**config.mk**
```make
export PLATFORM = sky130hd
export DESIGN_NAME = fetch_frontend
export DESIGN_NICKNAME = d
export VERILOG_FILES = /design/src/rtl/fetch_frontend.sv
export SDC_FILE = /design/constraint.sdc
export NUM_CORES = 1
export LEC_CHECK = 0
export ABC_AREA = 1
export CAP_MARGIN = 25
export CORE_MARGIN = 3
export CORE_UTILIZATION = 45
export DETAILED_ROUTE_END_ITERATION = 6
export PLACE_DENSITY_LB_ADDON = 0.12
export SYNTH_ARGS = -nofsm -noshare
export SYNTH_HDL_FRONTEND = slang
export SYNTH_SLANG_ARGS = --single-unit
export TNS_END_PERCENT = 50
```
**constraint.sdc**
```tcl
create_clock -name clk -period 9.14 [get_ports clk]
set_clock_uncertainty 0.1 [all_clocks]
set_input_delay 0.914 -clock clk [delete_from_list [all_inputs] [get_ports clk]]
set_output_delay 0.914 -clock clk [all_outputs]
set_load 0.05 [all_outputs]
```
**src/rtl/fetch_frontend.sv**
```systemverilog
// Instruction-cache client: sequential PC fetch into a small decode FIFO, with
// load/store requests muxed onto the same cache command port (data has priority).
module fetch_frontend #(
    parameter int unsigned QUEUE_DEPTH = 4,
    parameter logic [31:0] RESET_PC    = 32'h0
) (
    input  logic        clk,
    input  logic        rst_n,
    input  logic        i_redirect_valid,
    input  logic [31:0] i_redirect_pc,
    output logic        o_inst_valid,
    input  logic        i_inst_ready,
    output logic [31:0] o_inst_pc,
    output logic [31:0] o_inst_data,
    input  logic        i_dreq_valid,
    output logic        o_dreq_ready,
    input  logic        i_dreq_write,
    input  logic [31:0] i_dreq_addr,
    input  logic [31:0] i_dreq_wdata,
    input  logic [3:0]  i_dreq_wstrb,
    output logic        o_dresp_valid,
    output logic [31:0] o_dresp_rdata,
    output logic        o_fault,
    output logic [1:0]  o_fault_code,
    output logic [2:0]  o_cache_command,
    input  logic        i_cache_ready,
    input  logic        i_cache_hit,
    output logic [31:0] o_cache_inst_addr,
    output logic [31:0] o_cache_data_addr,
    output logic [31:0] o_cache_data_wdata,
    output logic [3:0]  o_cache_data_wstrb,
    input  logic [31:0] i_cache_inst_rdata,
    input  logic [31:0] i_cache_data_rdata,
    input  logic [1:0]  i_cache_error
);

    localparam int unsigned AW      = $clog2(QUEUE_DEPTH);
    localparam logic [AW:0] DEPTH_C = (AW + 1)'(QUEUE_DEPTH);

    typedef enum logic [1:0] {
        ST_FETCH,
        ST_WAIT_INST,
        ST_WAIT_DATA,
        ST_FAULT
    } state_t;

    state_t        r_state;
    logic [31:0]   r_pc;
    logic [31:0]   r_fifo_pc   [QUEUE_DEPTH];
    logic [31:0]   r_fifo_data [QUEUE_DEPTH];
    logic [AW-1:0] r_wr_ptr;
    logic [AW-1:0] r_rd_ptr;
    logic [AW:0]   r_count;
    logic [31:0]   r_data_addr;
    logic [31:0]   r_data_wdata;
    logic [3:0]    r_data_wstrb;
    logic          r_data_write;
    logic          r_dresp_valid;
    logic [31:0]   r_dresp_rdata;
    logic          r_fault;
    logic [1:0]    r_fault_code;

    logic w_can_issue;
    logic w_data_issue;
    logic w_inst_issue;
    logic w_hit;
    logic w_flush;
    logic w_push;
    logic w_pop;
    logic w_error;

    // Fetch is throttled on the registered count only, so a pop in the same
    // cycle never lets an extra fetch slip in.
    always_comb begin
        w_can_issue  = (r_state == ST_FETCH) && i_cache_ready;
        w_data_issue = w_can_issue && i_dreq_valid;
        w_inst_issue = w_can_issue && !i_dreq_valid && (r_count < DEPTH_C);
        w_hit        = w_inst_issue && i_cache_hit;
        w_flush      = i_redirect_valid && (r_state != ST_FAULT);
        w_push       = w_hit && !w_flush;
        w_pop        = o_inst_valid && i_inst_ready;
        w_error      = (i_cache_error != 2'd0);
    end

    assign o_inst_valid = (r_count != '0) && (r_state != ST_FAULT);
    assign o_inst_pc    = o_inst_valid ? r_fifo_pc[r_rd_ptr]   : 32'd0;
    assign o_inst_data  = o_inst_valid ? r_fifo_data[r_rd_ptr] : 32'd0;
    assign o_dreq_ready = w_data_issue;

    assign o_cache_command = w_data_issue ? (i_dreq_write ? 3'd3 : 3'd2)
                           : (w_inst_issue ? 3'd1 : 3'd0);
    assign o_cache_inst_addr = r_pc;

    // The cache samples the command in the issue cycle, so the request fields
    // are passed straight through then and held from the latch afterwards.
    assign o_cache_data_addr  = w_data_issue ? i_dreq_addr  : r_data_addr;
    assign o_cache_data_wdata = w_data_issue ? i_dreq_wdata : r_data_wdata;
    assign o_cache_data_wstrb = w_data_issue ? i_dreq_wstrb : r_data_wstrb;

    assign o_dresp_valid = r_dresp_valid;
    assign o_dresp_rdata = r_dresp_rdata;
    assign o_fault       = r_fault;
    assign o_fault_code  = r_fault_code;

    always_ff @(posedge clk) begin
        if (w_push) begin
            r_fifo_pc[r_wr_ptr]   <= r_pc;
            r_fifo_data[r_wr_ptr] <= i_cache_inst_rdata;
        end
    end

    always_ff @(posedge clk or negedge rst_n) begin
        if (!rst_n) begin
            r_wr_ptr <= '0;
            r_rd_ptr <= '0;
            r_count  <= '0;
        end else if (w_flush) begin
            r_wr_ptr <= '0;
            r_rd_ptr <= '0;
            r_count  <= '0;
        end else begin
            if (w_push) r_wr_ptr <= r_wr_ptr + 1'b1;
            if (w_pop)  r_rd_ptr <= r_rd_ptr + 1'b1;
            case ({w_push, w_pop})
                2'b10:   r_count <= r_count + 1'b1;
                2'b01:   r_count <= r_count - 1'b1;
                default: r_count <= r_count;
            endcase
        end
    end

    always_ff @(posedge clk or negedge rst_n) begin
        if (!rst_n) begin
            r_state       <= ST_FETCH;
            r_pc          <= RESET_PC;
            r_data_addr   <= '0;
            r_data_wdata  <= '0;
            r_data_wstrb  <= '0;
            r_data_write  <= 1'b0;
            r_dresp_valid <= 1'b0;
            r_dresp_rdata <= '0;
            r_fault       <= 1'b0;
            r_fault_code  <= '0;
        end else begin
            r_dresp_valid <= 1'b0;

            if (w_flush) begin
                r_pc <= {i_redirect_pc[31:2], 2'b00};
            end else if (w_hit) begin
                r_pc <= r_pc + 32'd4;
            end

            if (w_data_issue) begin
                r_data_addr  <= i_dreq_addr;
                r_data_wdata <= i_dreq_wdata;
                r_data_wstrb <= i_dreq_wstrb;
                r_data_write <= i_dreq_write;
            end

            // An error overrides every state, including a completing data op.
            if (w_error) begin
                r_state <= ST_FAULT;
                r_fault <= 1'b1;
                if (!r_fault) r_fault_code <= i_cache_error;
            end else begin
                case (r_state)
                    ST_FETCH: begin
                        if (w_data_issue) begin
                            r_state <= ST_WAIT_DATA;
                        end else if (w_inst_issue && !i_cache_hit) begin
                            r_state <= ST_WAIT_INST;
                        end
                    end
                    ST_WAIT_INST: begin
                        if (i_cache_ready) r_state <= ST_FETCH;
                    end
                    ST_WAIT_DATA: begin
                        if (i_cache_ready) begin
                            r_dresp_valid <= 1'b1;
                            r_dresp_rdata <= r_data_write ? 32'd0 : i_cache_data_rdata;
                            r_state       <= ST_FETCH;
                        end
                    end
                    ST_FAULT: r_state <= ST_FAULT;
                    default:  r_state <= ST_FETCH;
                endcase
            end
        end
    end

endmodule

```
==> flow_metrics.env <==
export IMPL_ys_seq_area_share_pct=66.3
export IMPL_worstReg2RegStart="r_state[0]"
export IMPL_grt_overflow=0
export IMPL_combPwrFrac_pct=18.9
export IMPL_status="finished, final reports clean"
export IMPL_globalRouteTotalUtil_pct=23.6
export IMPL_clock_tree_root_cell="sky130_fd_sc_hd__clkbuf_16"
export IMPL_cts_tree="yes"
export IMPL_cts_sinks=392
export IMPL_antenna_found_initial=5
export IMPL_initial_core_util_pct=46.3
export IMPL_routed_wl_microns=46800
export IMPL_synth_async_sr_flop_share_pct=36.7
export IMPL_drive_above_1_share_pct=6.08
export IMPL_netlist_area_leader_share_pct=44.7
export IMPL_grt_start_max_net_pins=84
export IMPL_fill_cells=3019
export IMPL_final_setup_tns_ns=0
export IMPL_dpl_worst_slack_ns=4.20
export IMPL_path_clk_slew_ns=0.06
export IMPL_timing_final_crit_period_ns=4.92
export IMPL_drt_first_pass_iters=5
export IMPL_post_dp_cell_area_sq_um=20700
export IMPL_r2r_end="r_fifo_pc[3][17]"
export IMPL_drc=0
export IMPL_finish_instance_area_sq_um=22100
export IMPL_synth_ff_latch_count=392
export IMPL_number_of_post_cts_setup_repair_buffers=0
export IMPL_hold_buffers=0
export IMPL_clk_latency_ns=0.55
export IMPL_finalNetCount=2190
export IMPL_mostFrequentLayoutCell="sky130_fd_sc_hd__nand2_1"
export IMPL_num_vias=12751
export IMPL_p_per_area_nw_per_um2=214
export IMPL_rsz0062_at_grt="false"
export IMPL_insertedDiodeCount=0
export IMPL_dp_hpwl_microns=29500
export IMPL_cp_end_kind="output pin"
export IMPL_startpoint_type="register"
export IMPL_placed_cells=2420
export IMPL_slew_headroom_pct=33.1
export IMPL_detail_route_vias_per_cell=5.10
export IMPL_cap_viol_max_count=0
export IMPL_synth_edff_count=248
export IMPL_routed_wire_length_per_instance_microns=18.7
export IMPL_ctsResizeCount=0
export IMPL_pwr_share_clk_pct=35.9
export IMPL_layout_cells_non_filler=2499
export IMPL_fp_dieW_microns=198
export IMPL_p_int_w=0.00330
export IMPL_timing_final_max_slew_violations=0
export IMPL_post_synth_instance_area_sq_um=16700
export IMPL_critical_path_peak_fanout=65
export IMPL_pin_count=379
export IMPL_netSwitchingFraction_pct=30.2
export IMPL_multi_input_comb_area_sq_um=4940
export IMPL_timing_final_hold_violations=0
export IMPL_r2r_slack_ns=6.16
export IMPL_crit_arrival_ns=3.91
export IMPL_grt_pass1_vias=12651
export IMPL_numCtsBuffers=43
export IMPL_synthTopCellsByArea="sky130_fd_sc_hd__edfxtp_1, sky130_fd_sc_hd__dfrtp_1, sky130_fd_sc_hd__nand2_1"
export IMPL_pwr_share_seq_pct=45.2
export IMPL_grt_pass1_wl_microns=72100
export IMPL_r2r_worst_path_cells=7
export IMPL_fin_crit_share_pct=53.8
export IMPL_gp_routability_congestion=0.872
export IMPL_report_final_setup_viol=0
export IMPL_floorplan_rows=69
export IMPL_initialDrtViolationCount=712
export IMPL_number_of_distinct_library_cells_after_synthesis=37
export IMPL_netlist_top_cell_by_area="sky130_fd_sc_hd__edfxtp_1"
export IMPL_irDropWorstVdd_v=0.000138
export IMPL_maximum_clock_frequency_mhz=203
export IMPL_final_seq_area_sq_um=11100
export IMPL_floorplan_die_height_microns=198
export IMPL_timing_setup_critical_path_class="reg -> out"
export IMPL_cts_htree_levels=2
export IMPL_worstHoldPathType="in -> async"
export IMPL_core_area_sq_um=36000
export IMPL_area_growth_synth_to_final_pct=32.5
export IMPL_finalWorstSetupSlack_ns=4.22
export IMPL_cp_data_required_time_ns=8.13
export IMPL_die_area_sq_um=39400
export IMPL_postSynthAreaPerCell_sq_um=10.0
export IMPL_leakagePower_nw=8.96
export IMPL_layout_common_cells="sky130_fd_sc_hd__nand2_1, sky130_fd_sc_hd__clkdlybuf4s50_1, sky130_fd_sc_hd__nor2_1"
export IMPL_postSynth_topFlopCell="sky130_fd_sc_hd__edfxtp_1"
export IMPL_synthesis_instances=1659
export IMPL_actual_slew_at_the_worst_max_slew_pin_ns=1.00
export IMPL_synthesis_yosys_warnings=0
export IMPL_io_buf_count=371
export IMPL_antenna_violating_nets_post_route=0
export IMPL_ctsLongestPathBuffers=3
export IMPL_power_switching_w=0.00143
critical path: stages (launching register included):
cell and delay [ns]:
sky130_fd_sc_hd__dfrtp_4 0.76, sky130_fd_sc_hd__clkinv_2 0.81, sky130_fd_sc_hd__buf_4 0.60, sky130_fd_sc_hd__o21ai_0 0.27
sky130_fd_sc_hd__a21oi_1 0.12, sky130_fd_sc_hd__clkdlybuf4s50_1 0.75
worst max path at each step:
stage | from | endpoint | slack (ns) | cells past startpoint
global route | r_rd_ptr[0] | o_inst_pc[26] | 3.93 | 5
CTS | r_rd_ptr[0] | o_inst_pc[28] | 4.15 | 5
finish | r_rd_ptr[0] | o_inst_pc[28] | 4.22 | 5
global placement | i_cache_ready | o_cache_data_wstrb[0] | 4.24 | 10
floorplan | i_cache_ready | r_fifo_data[0][0] | 4.72 | 4
detailed placement | i_cache_ready | o_cache_data_wstrb[0] | 4.20 | 10
cell type report:
| cell class | instances | share of cell area [%] |
|---|---|---|
| clock buffers | 58 | 5.26 |
| clock inverters | 19 | 0.958 |
| inverters | 72 | 1.24 |
| multi-input cells | 1112 | 22.4 |
| flip-flops and latches | 392 | 50.1 |
| well taps | 461 | 2.61 |
| repair buffers | 385 | 17.5 |
power groups by stage:
stage               sequential [W]  clock, W  combinational (W)
floorplan                  0.00223         0           0.000487
global placement           0.00217         0           0.000883
detailed placement         0.00217         0           0.000899
CTS                        0.00214   0.00173           0.000904
global route               0.00215   0.00180            0.00100
finish                     0.00214   0.00170           0.000894
synth_stat cells (2+ instances only):
master                       n
sky130_fd_sc_hd__nand2_1   439
sky130_fd_sc_hd__nor2_1    296
sky130_fd_sc_hd__edfxtp_1  248
sky130_fd_sc_hd__dfrtp_1   144
sky130_fd_sc_hd__o21ai_0   134
sky130_fd_sc_hd__nand3_1    70
sky130_fd_sc_hd__a21oi_1    65
sky130_fd_sc_hd__inv_1      57
sky130_fd_sc_hd__o21ai_1    42
sky130_fd_sc_hd__clkbuf_1   37
sky130_fd_sc_hd__buf_2      22
sky130_fd_sc_hd__buf_4      12
sky130_fd_sc_hd__buf_1      11
sky130_fd_sc_hd__inv_2      11
sky130_fd_sc_hd__ha_1        9
sky130_fd_sc_hd__xor2_1      9
sky130_fd_sc_hd__nand2_2     8
sky130_fd_sc_hd__nor2_2      6
sky130_fd_sc_hd__nor2_4      5
sky130_fd_sc_hd__buf_6       4
sky130_fd_sc_hd__nand2_4     4
sky130_fd_sc_hd__o211ai_1    4
sky130_fd_sc_hd__clkinv_1    3
sky130_fd_sc_hd__nand4_1     3
sky130_fd_sc_hd__xnor2_1     3
sky130_fd_sc_hd__o21bai_1    2
sequential cells by signal (all words and copies together), names as in the netlist, 2 cells and up:
| register | flops |
|---|---|
| r_fifo_data | 128 |
| r_fifo_pc | 120 |
| o_dresp_rdata | 32 |
| r_data_addr | 32 |
| r_data_wdata | 32 |
| o_cache_inst_addr | 30 |
| r_data_wstrb | 4 |
| r_count | 3 |
| o_fault_code | 2 |
| r_rd_ptr | 2 |
| r_state | 2 |
| r_wr_ptr | 2 |
per-layer routing:
metal  routed length, microns  up-vias  GRT usage, %
met1                    18800     6043          30.3
met4                     1110       10          6.97
met2                    22600      448          39.0
li1                         -     6164             -
met3                     4260       86          7.01
met5                       70        -             0
logic make-up (layout without fill, tap and decap cells):
family	count (synthesis)	in the layout	synth area share [%]
AO/OA/AOI/OAI	249	249	7.60
XOR/XNOR	12	12	0.631
adder cells (fa/ha/maj)	10	10	0.796
buffers and inverters	159	534	4.28
flip-flops	392	392	66.3
other	1	5	0.0225
AND/OR/NAND/NOR	836	836	20.3
metrics by stage:
stage / power, W / hold WS (ns) / util (%)
after global placement: 0.00305 / 0.358 / 57.4
final: 0.00473 / 0.294 / 61.3
after floorplan: 0.00271 / 0.396 / -
after CTS: 0.00477 / 0.289 / 61.2
after global routing: 0.00495 / 0.327 / 61.3
after detailed placement: 0.00307 / 0.359 / 57.4
No activity file was read; power rests on OpenSTA's default activity.
==> RTL change 1, RTL diff (same settings) <==
`QUEUE_DEPTH`: 4 -> 2.
--- a/src/rtl/fetch_frontend.sv
+++ b/src/rtl/fetch_frontend.sv
@@ -1,7 +1,7 @@
 // Instruction-cache client: sequential PC fetch into a small decode FIFO, with
 // load/store requests muxed onto the same cache command port (data has priority).
 module fetch_frontend #(
-    parameter int unsigned QUEUE_DEPTH = 4,
+    parameter int unsigned QUEUE_DEPTH = 2,
     parameter logic [31:0] RESET_PC    = 32'h0
 ) (
     input  logic        clk,
Function: changed (a bounded check fails within 4 cycles, from zero or initial values and one cycle with rst_n low).
==> RTL change 1 against the unedited design <==
Design area shrank 24%; die area shrank 29%; synthesized cell count shrank 18%; routed wire length shrank 30%; sequential cell count shrank 127; clock power shrank 32%; worst setup slack gained 0.51 ns; combinational power shrank 26%; power shrank 31%; area after synthesis shrank 29%; via count shrank 22%; critical endpoint is now o_cache_data_addr[16]; highest routed layer unchanged.
==> RTL change 1: results (changes against the unedited design) <==
stage;metric;value;unit;change
status;status;completed;;unchanged
cts;# resized after CTS;0;;unchanged
global_routing;Total Routing Usage GR;22.9;%;was 23.6%
synth;top post-synthesis cells by area;edfxtp_1 32%, dfrtp_1 30%, nand2_1 22%;;was edfxtp_1 45%, dfrtp_1 22%, nand2_1 9.9%
cts;Worst-Skew Late Latency;0.53;ns;was 0.55 ns
timing;Worst-Margin Slew;1.04;ns;was 1.00 ns
setup_path;Worst EP arrival;3.40;ns;was 3.91 ns
synth;post-synth cell types;29;;was 37
setup_path;Worst path max stage delay;0.90;ns;was 0.81 ns
cts;TritonCTS Buffers;28;;was 43
global_routing;first-pass GRT wire length;51.6;mm;was 72.1 mm
power_and_ir_drop;Pleak;7.92;nW;was 8.96 nW
setup_path;Largest delay share family, worst path;buffers and inverters;;unchanged
cts;Post-CTS Repair Setup Buffers;0;;unchanged
synth;top_reg_cell synth;dfrtp_1;;was edfxtp_1
setup_path;crit path launch;i_cache_ready;;was r_rd_ptr[0]
power_and_ir_drop;worst vdd ir;136;uV;was 138 uV
route;Total Wirelength;33.0;mm;was 46.8 mm
setup_path;Worst Path Max Fanout;73;;was 65
placement;hpwl dp;22.8;mm;was 29.5 mm
synth;Yosys warning count;0;;unchanged
route;TritonRoute pass-1 iters;5;;unchanged
setup_path;Slowest-stage cell, CP;clkdlybuf4s50_1;;was clkinv_2
layout;proportion of layout cells with a drive suffix above 1;5.02;%;was 6.08%
synth;EDFF count, synth;124;;was 248
route;Via Count;9899;;was 12,800
global_routing;antenna violations before repair;7;;was 5
cts;H-tree Lvls;1;;was 2
synth;Post-synth ARST share;53.2;%;was 36.7%
placement;Routability Congestion;0.927;;was 0.872
synth;count leader, synth;nand2_1;;unchanged
synth;register area share after synthesis;61.6;%;was 66.3%
power_and_ir_drop;switching power total;0.977;mW;was 1.43 mW
layout;nets@finish;1891;;was 2,190
global_routing;largest net degree at the start of global routing;74;;was 84
layout;Largest regs;r_fifo_data: 64 flops, r_fifo_pc: 60 flops;;was r_fifo_data: 128 flops, r_fifo_pc: 120 flops
cts;clk slew on worst S/H paths;0.06;ns;about the same
synth;synth cell count leaders;684 x nand2_1, 141 x dfrtp_1, 124 x edfxtp_1;;was 439 x nand2_1, 296 x nor2_1, 248 x edfxtp_1
min_path;worst min path class;input pin to asynchronous set/reset pin;;unchanged
route;drt first-iter violations;716;;was 712
global_routing;vias in the first global route;9749;;was 12,700
setup_path;Critical R2R Launch;r_state[1];;was r_state[0]
placement;# port buffers;371;;unchanged
RTL change 1: routing by layer:
| metal | up-vias | share of wire [%] | track usage [%] |
|---|---|---|---|
| met1 | 4552 | 38 | 27.4 |
| met3 | 67 | 8.3 | 6.94 |
| met2 | 338 | 50 | 39.7 |
| li1 | 4932 | - | - |
| met4 | 10 | 3.1 | 7.47 |
| met5 | - | 0.20 | 0 |
RTL change 1: worst paths after layout:
| check | slack [ns] | depth (start not counted) | to |
|---|---|---|---|
| hold / removal | 0.28 | 1 | o_cache_inst_addr[30] |
| max in group asynchronous | 7.56 | 3 | o_dresp_rdata[10] |
| min in group clk | 0.37 | 2 | r_data_wstrb[0] |
| setup reg to reg | 5.79 | 7 | r_fifo_pc[0][12] |
| hold reg to reg | 0.37 | 2 | r_data_wstrb[0] |
| setup / recovery | 4.73 | 9 | o_cache_data_addr[16] |
RTL change 1: kinds of logic (layout without fill, tap and decap cells):
kind of cell | Yosys count | in the layout | share of synthesized area (%)
and+or+nand+nor | 824 | 824 | 27.5
DFF | 265 | 265 | 61.6
buffers and inverters | 182 | 558 | 6.32
AOI/OAI and AO/OA | 62 | 62 | 2.81
xor gates and xnor gates | 13 | 13 | 0.967
adders and majority gates | 5 | 5 | 0.531
muxes | 2 | 2 | 0.191
other | 1 | 8 | 0.0319
RTL change 1: power groups by stage:
stage                     Combinational (mW)  Sequential [mW]  Clock [mW]
after global routing                   0.725             1.43        1.24
after global placement                 0.651             1.44           0
final                                  0.660             1.42        1.16
after detailed placement               0.662             1.44           0
after CTS                              0.664             1.42        1.19
after floorplan                        0.279             1.55           0
RTL change 1: area by class of cell:
type | count | area (um2)
clock buffers | 37 | 776
clock inverters | 15 | 179
fillers | 2072 | 8730
repair buffers | 383 | 3840
well taps | 330 | 413
diodes | 3 | 7.51
multi-input cells | 911 | 3810
flip-flops and latches | 265 | 7250
inverters | 123 | 462
RTL change 1: through the flow:
stage               power, mW  cell area (um2)  instances  setup WS [ns]  util [%]
finish                   3.24            16700       2067           4.73      65.7
floorplan                1.83            11800       1358           4.53         -
global placement         2.09            15700       2010           4.73      61.7
CTS                      3.27            16700       2062           4.72      65.5
detailed placement       2.10            15700       2010           4.71      61.7
global route             3.40            16700       2066           4.56      65.7
RTL change 1: worst register-to-register path, cell delays in order, from the launching register on:
cell and delay, ns:
dfrtp_1 0.41, ha_1 0.27, nor2_2 0.06, buf_4 0.25, nor2_4 0.61, nand2_1 0.18
inv_2 0.55, buf_4 0.55
==> RTL change 2, RTL diff (config.mk and constraints unchanged) <==
Made on the original files. Make the reset (`rst_n`) synchronous in 2 clocked blocks.
--- a/src/rtl/fetch_frontend.sv
+++ b/src/rtl/fetch_frontend.sv
@@ -109,7 +109,7 @@
         end
     end
 
-    always_ff @(posedge clk or negedge rst_n) begin
+    always_ff @(posedge clk) begin
         if (!rst_n) begin
             r_wr_ptr <= '0;
             r_rd_ptr <= '0;
@@ -129,7 +129,7 @@
         end
     end
 
-    always_ff @(posedge clk or negedge rst_n) begin
+    always_ff @(posedge clk) begin
         if (!rst_n) begin
             r_state       <= ST_FETCH;
             r_pc          <= RESET_PC;
Check against the original RTL: differs if rst_n is asserted again (counterexample within 4 cycles, from zero or initial values and one cycle with rst_n low); with rst_n held inactive, the same outputs for 4 cycles.
==> RTL change 2 against the unedited design <==
Critical endpoint is now o_cache_data_wdata[20]; critical path type is now input pin to output pin; utilization down 0.60 points; first-iteration DRC count up 11%; routed wire length down 1.5%; global-route usage down 1.4 points; area after synthesis up 2.0%; design area up 1.4%; worst setup slack worse by 0.23 ns; sequential power down 8%; power down 12%; sequential cell count up 2; largest cell class unchanged; register-to-register slack worse by 0.45 ns.
==> RTL change 2: results (changes against the unedited design) <==
stage;metric;value;unit;change
status;status;completed;;unchanged
synth;EDFF count, synth;248;;unchanged
cts;clk slew on worst S/H paths;0.06;ns;about the same
global_routing;first-pass GRT wire length;71.7;mm;was 72.1 mm
timing;Worst-Margin Slew;1.01;ns;was 1.00 ns
cts;# resized after CTS;0;;unchanged
cts;H-tree Lvls;2;;unchanged
min_path;worst min path class;flip-flop to flip-flop;;was input pin to asynchronous set/reset pin
global_routing;Total Routing Usage GR;22.2;%;was 23.6%
layout;nets@finish;2320;;was 2,190
route;drt first-iter violations;793;;was 712
layout;Largest regs;r_fifo_data: 128 flops, r_fifo_pc: 120 flops;;unchanged
synth;Post-synth ARST share;0;%;was 36.7%
placement;# port buffers;371;;unchanged
synth;Yosys warning count;0;;unchanged
cts;TritonCTS Buffers;42;;was 43
placement;Routability Congestion;0.799;;was 0.872
cts;CTS Root Cell;clkbuf_16;;unchanged
synth;top post-synthesis cells by area;edfxtp_1 44%, dfxtp_1 17%, nor2_1 6.8%;;was edfxtp_1 45%, dfrtp_1 22%, nand2_1 9.9%
synth;synth cell count leaders;310 x nor2_1, 248 x edfxtp_1, 199 x inv_1, 199 x nand2_1, 164 x a21oi_1;;was 439 x nand2_1, 296 x nor2_1, 248 x edfxtp_1
global_routing;largest net degree at the start of global routing;156;;was 84
layout;Fillers;3124;;was 3,019
route;Via-to-Cell Ratio;5.02;;was 5.10
setup_path;Slowest-stage cell, CP;clkdlybuf4s50_1;;was clkinv_2
cts;Worst-Skew Late Latency;0.54;ns;
setup_path;Worst path max stage delay;0.85;ns;was 0.81 ns
power_and_ir_drop;worst vdd ir;126;uV;was 138 uV
global_routing;vias in the first global route;13200;;was 12,700
placement;hpwl dp;28.7;mm;was 29.5 mm
setup_path;Worst Path Max Fanout;155;;was 65
power_and_ir_drop;Pleak;8.51;nW;was 8.96 nW
route;TritonRoute pass-1 iters;7;;was 5
cts;clock buffer depth;3;;unchanged
synth;post-synth cell types;36;;was 37
synth;register area share after synthesis;61.0;%;was 66.3%
setup_path;Worst EP arrival;4.14;ns;was 3.91 ns
layout;proportion of layout cells with a drive suffix above 1;7.56;%;was 6.08%
cts;Post-CTS Repair Setup Buffers;0;;unchanged
global_routing;antenna violations before repair;4;;was 5
route;post-DR wirelength/cell;17.2;um;was 18.7 um
-- RTL change 2: layout make-up --
type / count / area (um2) / share of cell area [%]
antenna: 1 / 2.50 / 0.0112
clock buffer: 59 / 1180 / 5.26
clock inverter: 18 / 178 / 0.793
inverter: 210 / 792 / 3.54
multi-input combinational: 1102 / 5370 / 24.0
sequential: 394 / 10400 / 46.3
tap: 504 / 631 / 2.82
timing repair buffer: 386 / 3870 / 17.3
-- RTL change 2: routing by layer --
layer  share of wire (%)  up-vias  global-route usage (%)
met5               0.098        -                       0
met4                 2.5        6                    5.97
met3                 7.5       77                    6.24
met2                  49      403                    39.2
met1                  40     6276                    26.7
li1                    -     6657                       -
-- RTL change 2: final timing paths --
kind / slack, ns / from / depth (start not counted) / to
min reg2reg: 0.37 / r_rd_ptr[1] / 2 / flip-flop
max: 3.98 / i_cache_ready / 8 / o_cache_data_wdata[20]
max reg2reg: 5.71 / r_state[1] / 8 / r_fifo_data[1][14]
min: 0.37 / r_rd_ptr[1] / 2 / flip-flop
-- RTL change 2: critical path, delay by kind of cell --
family          cells  cell delay, ns
buf+inv             4            1.90
simple gates        3            1.10
compound gates      1            0.13
-- RTL change 2: through the flow --
step           hold WS [ns]  util, %  worst slack [ns]  cells  cell area, um2
6_report              0.367     60.7              3.98   2674           22400
5_1_grt               0.385     60.7              3.76   2673           22400
4_1_cts               0.372     60.7              4.01   2672           22400
3_5_place_dp          0.361     57.0              4.00   2595           21000
3_3_place_gp          0.339     56.9              4.03   2594           21000
2_1_floorplan         0.333        -              4.38   1811           17000
-- RTL change 2: logic make-up (layout without fill, tap and decap cells) --
| kind of cell | after synthesis | after routing | share of synthesized area (%) |
|---|---|---|---|
| AOI/OAI and AO/OA | 394 | 394 | 12.7 |
| xor gates and xnor gates | 12 | 12 | 0.619 |
| adders and majority gates | 10 | 10 | 0.781 |
| buffers and inverters | 315 | 673 | 7.64 |
| DFF | 394 | 394 | 61.0 |
| other | 1 | 6 | 0.0221 |
| and+or+nand+nor | 681 | 681 | 17.2 |
-- RTL change 2: power breakdown --
| part | leakage, nW | switching [mW] | internal [mW] |
|---|---|---|---|
| clock network | 0.659 | 0.662 | 1.01 |
| registers | 3.45 | 0.0352 | 1.93 |
| logic | 4.40 | 0.318 | 0.197 |
| total | 8.51 | 1.02 | 3.13 |
